==> src/rtl/gfx_pkg.sv <==
// Shared graphics definitions: palette arbiter in-flight states and palette RAM geometry.
package gfx_pkg;

    localparam int PAL_WORD_AW = 8;
    localparam int DATA_W      = 32;

    typedef enum logic [1:0] {
        ARB_IDLE = 2'd0,
        ARB_PE   = 2'd1,
        ARB_CPU  = 2'd2
    } arb_state_t;

endpackage

==> src/rtl/arb_starve_ctr.sv <==
// CPU starvation guard: counts consecutive cycles a pending CPU read loses to PE
// and raises force_cpu once the limit is reached.
module arb_starve_ctr #(
    parameter int MAX_CPU_WAIT = 8
) (
    input  logic clock,
    input  logic reset,
    input  logic cpu_req,
    input  logic pe_grant,
    input  logic cpu_grant,
    output logic force_cpu
);

    localparam logic [3:0] MAX_CNT = 4'(MAX_CPU_WAIT);

    logic [3:0] wait_cnt;

    always_ff @(posedge clock or posedge reset) begin
        if (reset) begin
            wait_cnt <= 4'd0;
        end else if (cpu_grant || !cpu_req) begin
            wait_cnt <= 4'd0;
        end else if (pe_grant && (wait_cnt != MAX_CNT)) begin
            wait_cnt <= wait_cnt + 4'd1;
        end
    end

    assign force_cpu = cpu_req && (wait_cnt == MAX_CNT);

endmodule

==> src/rtl/palette_arb.sv <==
// Palette RAM read arbiter between the pixel engine (priority) and the CPU (starvation-guarded).
// Optional macro PALETTE_ARB_STATS_EN adds the cpu_stall_cycles counter output.
module palette_arb
    import gfx_pkg::*;
#(
    parameter int MAX_CPU_WAIT = 8
) (
    input  logic                   clock,
    input  logic                   reset,
    input  logic                   pe_req,
    input  logic [31:0]            pe_addr,
    input  logic                   pe_is_obj,
    input  logic                   cpu_req,
    input  logic [31:0]            cpu_addr,
    input  logic [DATA_W-1:0]      ram_rdata,
    output logic                   ram_en,
    output logic [PAL_WORD_AW-1:0] ram_addr,
    output logic [DATA_W-1:0]      pe_rdata,
    output logic                   pe_valid,
    output logic [DATA_W-1:0]      cpu_rdata,
`ifdef PALETTE_ARB_STATS_EN
    output logic [15:0]            cpu_stall_cycles,
`endif
    output logic                   cpu_valid
);

    logic              force_cpu;
    logic              pe_grant;
    logic              cpu_grant;
    arb_state_t        state_p1;
    logic [DATA_W-1:0] pe_last;
    logic [DATA_W-1:0] cpu_last;
    logic              unused_addr_bits;

    assign unused_addr_bits = ^{pe_addr[31:9], pe_addr[1:0], cpu_addr[31:10], cpu_addr[1:0]};

    arb_starve_ctr #(
        .MAX_CPU_WAIT(MAX_CPU_WAIT)
    ) u_starve (
        .clock    (clock),
        .reset    (reset),
        .cpu_req  (cpu_req),
        .pe_grant (pe_grant),
        .cpu_grant(cpu_grant),
        .force_cpu(force_cpu)
    );

    // Stage p0: same-cycle grant selection and RAM address
    always_comb begin
        pe_grant  = 1'b0;
        cpu_grant = 1'b0;
        if (!reset) begin
            if (force_cpu) begin
                cpu_grant = 1'b1;
            end else if (pe_req) begin
                pe_grant = 1'b1;
            end else if (cpu_req && (state_p1 != ARB_CPU)) begin
                cpu_grant = 1'b1;
            end
        end
    end

    always_comb begin
        ram_addr = '0;
        if (pe_grant) begin
            ram_addr = {pe_is_obj, pe_addr[8:2]};
        end else if (cpu_grant) begin
            ram_addr = cpu_addr[9:2];
        end
    end

    assign ram_en = pe_grant || cpu_grant;

    // Stage p1: read in flight, RAM data returns and is steered to its requester
    always_ff @(posedge clock or posedge reset) begin
        if (reset) begin
            state_p1 <= ARB_IDLE;
            pe_last  <= '0;
            cpu_last <= '0;
        end else begin
            if (pe_grant) begin
                state_p1 <= ARB_PE;
            end else if (cpu_grant) begin
                state_p1 <= ARB_CPU;
            end else begin
                state_p1 <= ARB_IDLE;
            end
            if (state_p1 == ARB_PE) begin
                pe_last <= ram_rdata;
            end
            if (state_p1 == ARB_CPU) begin
                cpu_last <= ram_rdata;
            end
        end
    end

    assign pe_valid  = (state_p1 == ARB_PE);
    assign cpu_valid = (state_p1 == ARB_CPU);
    assign pe_rdata  = pe_valid  ? ram_rdata : pe_last;
    assign cpu_rdata = cpu_valid ? ram_rdata : cpu_last;

`ifdef PALETTE_ARB_STATS_EN
    always_ff @(posedge clock or posedge reset) begin
        if (reset) begin
            cpu_stall_cycles <= 16'd0;
        end else if (cpu_req && !cpu_grant && (cpu_stall_cycles != 16'hFFFF)) begin
            cpu_stall_cycles <= cpu_stall_cycles + 16'd1;
        end
    end
`endif

endmodule

==> config.mk <==
export PLATFORM = sky130hd
export DESIGN_NAME = palette_arb
export DESIGN_NICKNAME = d
export VERILOG_FILES = /design/src/rtl/gfx_pkg.sv /design/src/rtl/arb_starve_ctr.sv /design/src/rtl/palette_arb.sv
export SDC_FILE = /design/constraint.sdc
export NUM_CORES = 1
export LEC_CHECK = 0
export CAP_MARGIN = 20
export CORE_ASPECT_RATIO = 1.25
export CORE_MARGIN = 2
export CORE_UTILIZATION = 35
export CTS_BUF_LIST = sky130_fd_sc_hd__clkbuf_4 sky130_fd_sc_hd__clkbuf_8
export CTS_CLUSTER_DIAMETER = 120
export DETAILED_ROUTE_END_ITERATION = 6
export GPL_TIMING_DRIVEN = 0
export PLACE_DENSITY = 0.76
export REMOVE_ABC_BUFFERS = 1
export SLEW_MARGIN = 15
export SYNTH_ARGS = -nofsm -noshare
export SYNTH_HDL_FRONTEND = slang
export SYNTH_SLANG_ARGS = --single-unit
==> constraint.sdc <==
create_clock -name clock -period 4.25 [get_ports clock]
set_input_delay 1.275 -clock clock [delete_from_list [all_inputs] [get_ports clock]]
set_output_delay 1.275 -clock clock [all_outputs]
set_load 0.005 [all_outputs]
==> flow_summary.ini <==
[setup_path]
max_stage_delay_ns = 0.54
worstPathRequired_ns = 2.97
path_buf_inv = 3
path_depth = 5
arrival_ns = 2.89
start_kind = primary input
endpoint_kind = output port
path_max_fanout = 10
r2r_cells = 4
crit_family = buffers and inverters
worstSetupPathType = primary input to output port
critPathMostFrequentCell = clkdlybuf4s50_1
cp_cell_sequence = clkdlybuf4s50_1 > inv_2 > o21a_4 > a32o_1 > clkdlybuf4s50_1
slowest_stage = clkdlybuf4s50_1

[floorplanning]
die_area_um2 = 9020
rows = 37
io_pins = 176
fp.dieW_um = 85.3
core_area_um2 = 8150
start_util_pct = 35.5
die_height_um = 106

[power]
ir_drop_uv = 199
seqPwrFrac_pct = 44.4
internal-power_mw = 1.37
power_frac_clock_pct = 27.3
swShare_pct = 25.0
p_leak_nw = 1.99
p_sw_mw = 0.457
p_comb_share_pct = 28.3
power_density_nw_per_um2 = 409

[logic_synthesis]
ys_ff_latch = 70
synth-seq-area-share_pct = 60.5
yosysWarnings = 0
synthCells = 253
synth_area_um2 = 2890
avgSynthCellArea_um2 = 11.4
synthDistinctLibCells = 31

[clock_tree]
htree_levels = 3
numCtsBuffers = 9
insertion_delay_ns = 0.33
clock-root-buffer = clkbuf_8
cts_tree = built
path_clk_slew_ns = 0.07
clkSinkCount = 70
clock_tree.buffer_depth = 2

[job]
cap_violations = 0

[timing]
grt_setup_unrepaired = false
fin_skew_ns = 0.00380
period_share_pct = 97.9
relSlewSlack_pct = 70.1
final-max-slew-violation-count = 0
tightest_slew_ns = 0.448
min_period_ns = 4.16
max_freq_mhz = 240
setup_tns_ns = 0
setup_viol = 0
final_hold_viol_count = 0

[layout]
drive_above_1_share_pct = 16.4
fin_nets = 481
n_fill_cell = 728
utilization_pct = 54.8
multi_input_area_um2 = 1060
syn_to_final_growth_pct = 54.3
num_antenna_cells = 0
regArea_um2 = 1750

[grt]
grt_pass1_wl_um = 11300
antenna_found_initial = 0
grt_use_total_pct = 15.9
grt_pass1_vias = 2414
met1_usage_pct = 17.5
grt_overflow = 0
top_usage_layer = met2
grt_max_degree = 48
grt_use_met3_pct = 5.01
use_met2_pct = 28.7

[detailed_routing]
drt_iter0_markers = 120
drc = 0
routed_via_density = 4.74
drt_wl_total_um = 6940
vias = 2273
wl_per_cell_um = 14.5
antenna_left = 0
first_pass_iters = 4

[placement]
gp_congestion = 0.757
dpl.hpwl_um = 5040
port_buffers = 126

[min_path]
min_path_cells = 2
hold_path_class = flip-flop to flip-flop

[run_status]
status = complete, no violations
[timing repair]
item | in CTS | in global routing
setup endpoints to repair | 9 | 1
resized for setup | 8 | 1
hold endpoints to repair | 0 | 0
pin swaps | 0 | 0
buffers inserted | 0 | 0
hold buffers | 0 | 0
[worst reg2reg max path: stages (launching register included)]
cell	delay, ns
dfrtp_1	0.44
nand2b_4	0.35
clkinv_4	0.35
o21ai_4	0.42
o211ai_1	0.15
[cells by family after synthesis]
| logic type | Yosys count | share of synthesized area, % |
|---|---|---|
| and+or+nand+nor | 110 | 15.9 |
| muxes | 32 | 12.5 |
| DFF | 70 | 60.5 |
| adders and majority gates | 2 | 0.865 |
| buffers and inverters | 19 | 4.02 |
| AOI/OAI and AO/OA | 20 | 6.23 |
[metrics by stage]
stage	setup slack, ns	instances	instance area [µm²]	hold WS [ns]	power (mW)
6_report	0.0892	480	4470	0.473	1.83
3_3_place_gp	-0.689	462	4180	0.454	1.32
2_1_floorplan	0.650	239	2800	0.462	0.997
3_5_place_dp	-0.264	464	4250	0.459	1.35
4_1_cts	0.0521	480	4460	0.477	1.86
5_1_grt	0.00980	480	4470	0.498	1.94
[power by group through the flow]
| stage | clock network, mW | registers [mW] | logic [mW] |
|---|---|---|---|
| after detailed placement | 0 | 0.826 | 0.522 |
| after global placement | 0 | 0.818 | 0.505 |
| final | 0.499 | 0.811 | 0.516 |
| after floorplan | 0 | 0.814 | 0.183 |
| after global routing | 0.550 | 0.823 | 0.563 |
| after CTS | 0.521 | 0.812 | 0.527 |
[final timing paths]
| check | from | to | slack [ns] |
|---|---|---|---|
| min reg2reg | cpu_last[9] | cpu_last[9] | 0.47 |
| max | cpu_req | ram_addr[4] | 0.09 |
| min | cpu_last[9] | cpu_last[9] | 0.47 |
| max in group asynchronous | reset | pe_last[21] | 2.45 |
| min in group asynchronous | reset | pe_last[14] | 1.26 |
| max reg2reg | state_p1[1] | u_starve.wait_cnt[3] | 2.43 |
[state kept, by name (all words and copies together) (netlist names)]
| name | flops |
|---|---|
| u_starve.wait_cnt | 4 |
| pe_last | 32 |
| state_p1 | 2 |
| cpu_last | 32 |
[area by class of cell]
type                    count  area share [%]
inverters                   5           0.588
multi-input cells         164            23.8
flip-flops and latches     70            39.2
repair buffers            128            29.4
well taps                  97            2.72
clock inverters             3           0.392
clock buffers              13            3.87
[cell usage in the layout, fill, tap and decap left out, types with 3 or more instances in the layout]
cell type,n
dfrtp_1,70
a32o_1,8
a21oi_1,3
clkdlybuf4s50_1,124
nand3_1,3
mux2_2,32
nand2_1,96
clkbuf_8,12
[cells in the mapped netlist (all sizes together)]
master / instances / area [µm²]
buf: 11 / 81.3
nand3: 3 / 15.0
dfrtp: 70 / 1750
nand2b: 1 / 6.26
clkbuf: 3 / 11.3
a21o: 1 / 7.51
o221a: 1 / 11.3
a221oi: 1 / 15.0
mux2: 32 / 360
a32o: 8 / 80.1
ha: 2 / 25.0
nor2: 2 / 7.51
a21oi: 3 / 15.0
o211ai: 1 / 7.51
nor3: 1 / 5.00
clkinv: 1 / 8.76
nand2: 96 / 360
a21bo: 1 / 10.0
and3: 1 / 6.26
nor4: 1 / 6.26
nand3b: 1 / 20.0
o21ai: 1 / 8.76
or4: 1 / 7.51
inv: 4 / 15.0
nand4: 1 / 6.26
o211a: 1 / 10.0
o21a: 2 / 15.0
nor2b: 2 / 20.0
[layer usage]
| metal | up-vias | wire, µm |
|---|---|---|
| met4 | 0 | 67 |
| met5 | - | 0 |
| met3 | 7 | 425 |
| met2 | 77 | 3700 |
| met1 | 1096 | 2750 |
| li1 | 1093 | - |
(Power assumes the default switching activity.)
